$ cat src/rtl/reg_arb_pkg.sv
// reg_arb_pkg: shared types, default parameters and the round-robin pick
// function for reg_bank_arbiter.
//   state_e    : arbiter FSM states (IDLE, WRITE, ACK)
//   rr_pick_t  : result of a round-robin pick (valid + winner index)
//   rr_next()  : first requester at or after (last+1) mod n
package reg_arb_pkg;

    localparam int NREQ_DEF  = 4;
    localparam int DEPTH_DEF = 4;
    localparam int W_DEF     = 4;

    // Requester indices are carried at the width needed for the largest
    // supported NREQ (8), so one function serves every configuration.
    localparam int RR_MAX = 8;
    localparam int RR_IW  = 3;

    typedef enum logic [1:0] {
        ST_IDLE  = 2'd0,
        ST_WRITE = 2'd1,
        ST_ACK   = 2'd2
    } state_e;

    typedef struct packed {
        logic             valid;
        logic [RR_IW-1:0] idx;
    } rr_pick_t;

    // Scan n candidates starting just after 'last', wrapping at n. Bits of
    // req at or above n are ignored.
    function automatic rr_pick_t rr_next(input logic [RR_MAX-1:0] req,
                                         input int unsigned        n,
                                         input logic [RR_IW-1:0]   last);
        rr_pick_t    r;
        int unsigned cand;
        r    = '0;
        cand = 0;
        for (int unsigned k = 1; k <= RR_MAX; k++) begin
            if (k <= n && !r.valid) begin
                cand = (32'(last) + k) % n;
                if (req[cand[RR_IW-1:0]]) begin
                    r.valid = 1'b1;
                    r.idx   = cand[RR_IW-1:0];
                end
            end
        end
        return r;
    endfunction

endpackage

$ cat src/rtl/bank_reg.sv
// bank_reg: one W-bit parallel-load register of the shared bank.
//   clk, reset_n : clock, async active-low reset (clears to 0)
//   load         : capture d at the next rising edge
//   d, q         : parallel data in / registered data out
module bank_reg #(
    parameter int W = 4
) (
    input  logic         clk,
    input  logic         reset_n,
    input  logic         load,
    input  logic [W-1:0] d,
    output logic [W-1:0] q
);

    logic [W-1:0] val_q;
    logic [W-1:0] val_d;

    always_comb begin
        val_d = val_q;
        if (load) val_d = d;
    end

    always_ff @(posedge clk or negedge reset_n) begin
        if (!reset_n) val_q <= '0;
        else          val_q <= val_d;
    end

    assign q = val_q;

endmodule

$ cat src/rtl/reg_bank_arbiter.sv
// reg_bank_arbiter: round-robin write arbiter in front of a DEPTH-entry bank
// of W-bit registers shared by NREQ requesters.
//   clk, reset_n : clock, async active-low reset
//   req_i        : per-requester write request (level, held until ack)
//   addr_i       : per-requester target register, requester i in slice i
//   data_i       : per-requester write data, requester i in slice i
//   ack_o        : one-cycle acknowledge to the winner (ACK state)
//   grant_o      : current owner, one-hot during WRITE and ACK
//   busy_o       : high in WRITE and ACK
//   rd_addr_i    : read address
//   rd_data_o    : bank[rd_addr_i], combinational
//   bank_o       : all bank registers, entry i in slice i
// A transaction takes three cycles: IDLE (arbitrate and latch), WRITE
// (load pulse), ACK (acknowledge, advance round-robin pointer).
module reg_bank_arbiter
    import reg_arb_pkg::*;
#(
    parameter int NREQ  = NREQ_DEF,
    parameter int DEPTH = DEPTH_DEF,
    parameter int W     = W_DEF,
    parameter int AW    = $clog2(DEPTH)
) (
    input  logic               clk,
    input  logic               reset_n,
    input  logic [NREQ-1:0]    req_i,
    input  logic [NREQ*AW-1:0] addr_i,
    input  logic [NREQ*W-1:0]  data_i,
    output logic [NREQ-1:0]    ack_o,
    output logic [NREQ-1:0]    grant_o,
    output logic               busy_o,
    input  logic [AW-1:0]      rd_addr_i,
    output logic [W-1:0]       rd_data_o,
    output logic [DEPTH*W-1:0] bank_o
);

    state_e           state_q,  state_d;
    logic [RR_IW-1:0] winner_q, winner_d;
    logic [RR_IW-1:0] last_q,   last_d;
    logic [AW-1:0]    addr_q,   addr_d;
    logic [W-1:0]     data_q,   data_d;

    logic [RR_MAX-1:0]          req_ext;
    rr_pick_t                   pick;
    int unsigned                sel;
    logic [NREQ-1:0]            winner_oh;
    logic [DEPTH-1:0]           load;
    logic [DEPTH-1:0][W-1:0]    bank_q;

    // Next-state, arbitration and capture. addr/data are only sampled in
    // IDLE, so later changes on the requester buses cannot affect the write.
    always_comb begin
        req_ext             = '0;
        req_ext[NREQ-1:0]   = req_i;
        pick                = rr_next(req_ext, NREQ, last_q);
        sel                 = 32'(pick.idx);

        state_d  = state_q;
        winner_d = winner_q;
        last_d   = last_q;
        addr_d   = addr_q;
        data_d   = data_q;

        case (state_q)
            ST_IDLE: begin
                if (pick.valid) begin
                    winner_d = pick.idx;
                    addr_d   = addr_i[sel*AW +: AW];
                    data_d   = data_i[sel*W +: W];
                    state_d  = ST_WRITE;
                end
            end
            ST_WRITE: begin
                // Dropping req here does not abort; the ack still follows.
                state_d = ST_ACK;
            end
            ST_ACK: begin
                last_d  = winner_q;
                state_d = ST_IDLE;
            end
            default: state_d = ST_IDLE;
        endcase
    end

    // last_q resets to NREQ-1 so requester 0 is first in line after reset.
    always_ff @(posedge clk or negedge reset_n) begin
        if (!reset_n) begin
            state_q  <= ST_IDLE;
            winner_q <= '0;
            last_q   <= RR_IW'(NREQ - 1);
            addr_q   <= '0;
            data_q   <= '0;
        end else begin
            state_q  <= state_d;
            winner_q <= winner_d;
            last_q   <= last_d;
            addr_q   <= addr_d;
            data_q   <= data_d;
        end
    end

    // Outputs decoded from registered state only.
    always_comb begin
        winner_oh = NREQ'(1) << winner_q;
        busy_o    = (state_q != ST_IDLE);
        grant_o   = busy_o ? winner_oh : '0;
        ack_o     = (state_q == ST_ACK) ? winner_oh : '0;
    end

    // One load pulse per transaction, to the latched address only.
    for (genvar g = 0; g < DEPTH; g++) begin : g_bank
        assign load[g] = (state_q == ST_WRITE) && (addr_q == AW'(g));

        bank_reg #(.W(W)) u_bank (
            .clk     (clk),
            .reset_n (reset_n),
            .load    (load[g]),
            .d       (data_q),
            .q       (bank_q[g])
        );
    end

    assign bank_o    = bank_q;
    assign rd_data_o = bank_q[rd_addr_i];

endmodule

$ cat config.mk
export PLATFORM = sky130hd
export DESIGN_NAME = reg_bank_arbiter
export DESIGN_NICKNAME = d
export VERILOG_FILES = /design/src/rtl/reg_arb_pkg.sv /design/src/rtl/bank_reg.sv /design/src/rtl/reg_bank_arbiter.sv
export SDC_FILE = /design/constraint.sdc
export NUM_CORES = 1
export LEC_CHECK = 0
export CAP_MARGIN = 30
export CORE_ASPECT_RATIO = 1.5
export CORE_MARGIN = 10
export CORE_UTILIZATION = 25
export CTS_CLUSTER_DIAMETER = 50
export DETAILED_ROUTE_END_ITERATION = 7
export GPL_TIMING_DRIVEN = 0
export SLEW_MARGIN = 5
export SYNTH_ARGS = -nofsm -noshare
export SYNTH_HDL_FRONTEND = slang
export SYNTH_HIERARCHICAL = 1
export SYNTH_SLANG_ARGS = --single-unit
$ cat constraint.sdc
create_clock -name clk -period 1.4 [get_ports clk]
set_input_delay 0.21 -clock clk [delete_from_list [all_inputs] [get_ports clk]]
set_output_delay 0.21 -clock clk [all_outputs]
set_load 0.01 [all_outputs]
==> flow_metrics.tcl, run 1 <==
set metrics [dict create \
    status "finished, violations left" \
    violations "negative setup slack" \
    drv_slew 0 \
    place_inst 247 \
    path_buf_inv 2 \
    grt_max_degree 17 \
    netlist_area_um2 1430 \
    hold_viol_final 0 \
    cts_tree "done" \
    dp_hpwl_mm 3.34 \
    wirelength_mm 4.78 \
    via_per_inst 4.58 \
    diodes 0 \
    ant_nets 0 \
    swShare 0.363 \
    finalInstanceArea_um2 2500 \
    final_util 0.452 \
    yosysSeqAreaShare 0.491 \
    place.gp.congestion 0.729 \
    area_growth_pct 74.6 \
    ir_worst_vdd_mv 0.927 \
    drt_iter0_markers 68 \
    avgSynthCellArea_um2 12.4 \
    crit_start "last_q[1]" \
    ff_latch_area_um2 707 \
    ys_top_cells_by_area "dfrtp_1 (45%), mux2_2 (14%), mux2i_1 (9.1%)" \
    placed_area_um2 2150 \
    p_sw_mw 1.92 \
    crit_fanout 10 \
    multi_input_area_um2 813 \
    cp-start-kind "flip-flop" \
    p_clk_frac 0.093 \
    hold-worst-slack_ps 344 \
    leakage_nw 1.18 \
    first_pass_iters 4 \
    port_buffers 60 \
    setup_ws_ps -332 \
    coreArea_um2 5530 \
    htreeDepth 1 \
    cts_sinks 28 \
    track_usage 0.0967 \
    path_class "reg -> reg" \
    reg2reg_from "last_q[1]" \
    postSynthRegisterBits 28 \
    worstHoldPathType "in -> async" \
    drive_gt1_frac 0.440 \
    clock_latency_ps 270 \
    antenna_found_initial 0 \
    internal_power_mw 3.36 \
    critPathMostFrequentCell "mux2i_1" \
    row_count 33 \
    clockBufferDepth 2 \
    die_w_um 81.8 \
    route.vias.total 1269 \
    syn_inst 116 \
    cp_cell_sequence "mux2i_1, o221a_1, buf_6, buf_12, mux2i_1, o221ai_1" \
    crit_family "flip-flops" \
    postSynthNetCount 148 \
    endpoint_kind "flip-flop" \
    max_stage_delay_ps 600 \
    fin_setup_tns_ps -3020 \
    p_total_mw 5.27 \
    numCtsBuffers 3 \
    comb_power_share 0.593 \
    fmax_mhz 577 \
    fp.dieH_um 113 \
    cts-root-buf "clkbuf_8" \
    die_area_um2 9220 \
    wire_per_inst_um 17.2 \
    timing.final.crit_share 1.24 \
    cp.required_ps 1540 \
    cts.clk_slew.worst_paths_ps 90 \
    setup_violations 27 \
    drc 0 \
    grt_pass1_wl_mm 6.89 \
    critical_path_arrival_ps 1880 \
    rsz0062_at_grt "true" \
    powerDensity_nw_per_um2 2110 \
    grt.overflow.total 0 \
    start_util 0.259 \
    pre_cts_ws_ps -734 \
    grt_pass1_vias 1304 \
    drv_cap 0 \
    synth_top_area_cell "dfrtp_1" \
    io_pins 61 \
    num-fill-cells 530 \
    power_frac_seq 0.313 \
    tightest_slew_ps 676 \
    fin_nets 240 \
    cp_slowest_cell "dfstp_2" \
    skew_ps 2.54 \
    stdcell_count 277 \
    synth_top_cell_area_share 0.454 \
    synth_cell_types 26 \
    yosysWarningCount 6 \
    period_needed_ps 1730 \
    slew_headroom 0.548 \
]
==> power by group through the flow <==
stage	Combinational, mW	Clock [mW]	Sequential [mW]
3_3_place_gp	2.36	0	1.63
3_5_place_dp	2.38	0	1.64
5_1_grt	3.34	0.543	1.71
4_1_cts	2.69	0.506	1.62
2_1_floorplan	1.22	0	1.61
6_report	3.13	0.492	1.65
==> cell usage after synthesis, drive strengths merged <==
cell type   n
nor2        8
o221a       1
nand2      13
a21oi       2
mux2i      13
nand3       1
nor2b       2
dfstp       2
nor3b       1
o221ai      6
nor3        2
and3        1
or2         1
o21ai       2
a21o        1
buf         3
o31ai       1
mux2       18
dfrtp      26
a31oi       1
mux4        4
nand2b      3
inv         3
and3b       1
==> layout make-up <==
type | instances | area share
inverters | 3 | 0.00450
flip-flops and latches | 28 | 0.283
well taps | 70 | 0.0350
clock buffers | 4 | 0.0220
plain buffers | 3 | 0.0155
repair buffers | 87 | 0.315
multi-input cells | 82 | 0.325
==> metal layers <==
metal / part of all wire / global-route usage
met2: 0.55 / 0.174
met4: 0.018 / 0.0433
met1: 0.38 / 0.102
met5: 0 / 0
met3: 0.048 / 0.0222
==> flip-flops by register name, summed over array words and instances (netlist names) <==
register and flops:
g_bank.u_bank/q 16, data_q 4, addr_q 2, last_q 2, state_q 2, winner_q 2
==> final timing paths <==
kind | end | slack [ps] | depth (start not counted)
worst max-delay path | data_q[2] | -330 | 6
worst min-delay path | winner_q[1] | 340 | 1
worst max register to register | data_q[2] | -330 | 6
worst min register to register | state_q[1] | 540 | 1
max in group asynchronous | state_q[1] | 540 | 2
min in group clk | state_q[0] | 460 | 3
==> cell families after synthesis <==
family | share of synthesized area
compound gates | 0.0734
buf+inv | 0.0332
flops | 0.491
mux | 0.295
simple gates | 0.107
==> timing repair <==
item | in CTS | in global routing
buffers inserted | 18 | 8
resized for setup | 92 | 30
endpoints found under the setup margin | 53 | 37
hold buffers | 0 | 0
pin swaps | 3 | 5
hold endpoints to repair | 0 | 0
==> layout by cell type, fill, tap and decap left out, types with 2 or more instances in the layout <==
master            n
mux2_4           12
buf_6            13
clkbuf_8          4
nand2_1          12
nor2_1            6
mux4_2            4
dfstp_2           2
nor2_4            2
mux2_2            6
clkdlybuf4s50_1  28
nand2b_4          3
buf_2            10
dlygate4sd2_1    18
dfrtp_2           3
a21oi_1           2
dfrtp_1          23
buf_4            18
o21ai_0           2
o221ai_1          6
mux2i_1          12
inv_1             2
No activity file was read; power rests on OpenSTA's default activity.
==> run 2, diff against run 1 <==
==> constraint.sdc (replaced) <==
create_clock -name clk -period 1.4 [get_ports clk]
set_input_delay 0.42 -clock clk [delete_from_list [all_inputs] [get_ports clk]]
set_output_delay 0.42 -clock clk [all_outputs]
set_load 0.01 [all_outputs]
==> flow_metrics.tcl, run 2 (synthesis gave the netlist of run 1 again) <==
set metrics [dict create \
    status "finished, violations left" \
    violations "negative setup slack" \
    track_usage 0.0933 \
    drive_gt1_frac 0.587 \
    cp.required_ps 980 \
    period_needed_ps 1720 \
    fin_nets 251 \
    setup_ws_ps -320 \
    clockBufferDepth 2 \
    grt.overflow.total 0 \
    clock_latency_ps 270 \
    die_area_um2 9220 \
    diodes 0 \
    internal_power_mw 3.75 \
    tightest_slew_ps 727 \
    final_util 0.490 \
    rsz0062_at_grt "true" \
    place_inst 247 \
    wirelength_mm 4.68 \
    antenna_found_initial 0 \
    path_class "reg -> out" \
    maxUsedRoutingLayer "met4" \
    fmax_mhz 581 \
    p_clk_frac 0.077 \
    port_buffers 60 \
    wl_met1_mm 1.84 \
    ant_nets 0 \
    power_frac_seq 0.276 \
    area_growth_pct 89.1 \
    slew_headroom 0.514 \
    swShare 0.363 \
    grt_pass1_wl_mm 6.96 \
    via_per_inst 4.58 \
    cts_sinks 28 \
    leakage_nw 1.25 \
    wire_per_inst_um 16.2 \
    hold_viol_final 0 \
    setup_violations 35 \
    route.met3.wl_um 484 \
    holdPathStages 3 \
    die_w_um 81.8 \
    drc 0 \
    wl_met2_mm 2.27 \
    drt_iter0_markers 16 \
    cts_tree "done" \
    fp.dieH_um 113 \
    powerDensity_nw_per_um2 2170 \
    timing.final.crit_share 1.23 \
    drv_cap 0 \
    route.vias.total 1319 \
    endpoint_kind "output pin" \
    grt_pass1_vias 1462 \
    place.gp.congestion 0.718 \
    coreArea_um2 5530 \
    cp-start-kind "flip-flop" \
    comb_power_share 0.647 \
    cts.clk_slew.worst_paths_ps 100 \
    largest_reg_flops 16 \
    ir_worst_vdd_mv 0.866 \
    p_sw_mw 2.13 \
    drv_slew 0 \
    skew_ps 8.54 \
    row_count 33 \
    holdBufCountCts 0 \
    cts-root-buf "clkbuf_8" \
    io_pins 61 \
    dp_hpwl_mm 3.26 \
    final_common_cell "clkdlybuf4s50_1" \
    htreeDepth 1 \
    start_util 0.259 \
    final_cell_mix "clkdlybuf4s50_1 (25), buf_6 (24), buf_4 (24)" \
    grt_max_degree 16 \
    ff_latch_area_um2 707 \
    first_pass_iters 3 \
    multi_input_area_um2 916 \
    critical_path_arrival_ps 1300 \
    worstRegToRegCells 7 \
    stdcell_count 288 \
    worstHoldPathType "in -> reg" \
    numCtsBuffers 3 \
    crit_fanout 2 \
    num-fill-cells 527 \
]
-- run 2: cell count changes in the layout (fill, tap and decap cells not counted), sizes merged --
cell / before / now
clkdlybuf4s15: 1 / 5
dlymetal6s2s: 0 / 1
clkdlybuf4s50: 28 / 25
buf: 43 / 64
dlygate4sd2: 18 / 3
clkbuf: 4 / 7
-- run 2: cell type report --
type / instances / share of cell area
Sequential cell: 28 / 0.261
Tap cell: 70 / 0.0323
Clock buffer: 4 / 0.0166
Multi-Input combinational cell: 82 / 0.338
Timing Repair Buffer: 98 / 0.332
Inverter: 3 / 0.00416
Buffer: 3 / 0.0157
-- run 2: stage by stage --
stage | worst slack, ps | hold WS, ps | instance area (µm²) | power, mW | setup TNS, ps
floorplan | -194 | 124 | 1440 | 2.83 | -1140
global placement | -1110 | 504 | 2130 | 3.96 | -29720
detailed placement | -1110 | 506 | 2160 | 4.01 | -16460
CTS | -322 | 536 | 2370 | 4.96 | -4840
global route | -382 | 535 | 2710 | 6.23 | -7480
finish | -320 | 514 | 2710 | 5.88 | -5410
-- run 2: power by group through the flow --
stage	Combinational [mW]	Clock [mW]	Sequential, mW
6_report	3.80	0.451	1.62
4_1_cts	2.91	0.460	1.59
3_5_place_dp	2.37	0	1.64
5_1_grt	4.07	0.485	1.67
2_1_floorplan	1.22	0	1.61
3_3_place_gp	2.34	0	1.63
-- run 2: critical path, cell delays in order, from the launching register on --
cell and delay (ps):
dfrtp_1 410, mux4_2 480, buf_6 140
-- run 2: repair_timing --
action                                  in CTS  in global routing
gates cloned                                 0                  1
buffers inserted                            24                 12
resized for setup                          139                 67
pin swaps                                    7                  8
endpoints found under the setup margin      53                 47
-- run 2: layer usage --
layer,GRT usage,vias to the layer above
li1,-,630
met1,0.0977,635
met2,0.158,48
met3,0.0491,6
met4,0.0239,0
met5,0,-
-- run 2: worst paths after layout --
path	from	endpoint	slack, ps
max	g_bank[3].u_bank/q[2]	rd_data_o[2]	-320
min	req_i[1]	state_q[0]	510
max reg2reg	last_q[1]	data_q[1]	-320
min reg2reg	g_bank[1].u_bank/q[2]	g_bank[1].u_bank/q[2]	550
max in group asynchronous	reset_n	winner_q[0]	290
min in group asynchronous	reset_n	g_bank[1].u_bank/q[2]	570
==> run 3, diff against run 2 <==
--- a/config.mk
+++ b/config.mk
@@ -10,6 +10,7 @@
 export CORE_MARGIN = 10
 export CORE_UTILIZATION = 25
 export CTS_CLUSTER_DIAMETER = 50
+export CTS_CLUSTER_SIZE = 20
 export DETAILED_ROUTE_END_ITERATION = 7
 export GPL_TIMING_DRIVEN = 0
 export SLEW_MARGIN = 5
==> results of run 3 <==
Same layout as run 2: the final DEF is identical, and so are final timing and power.
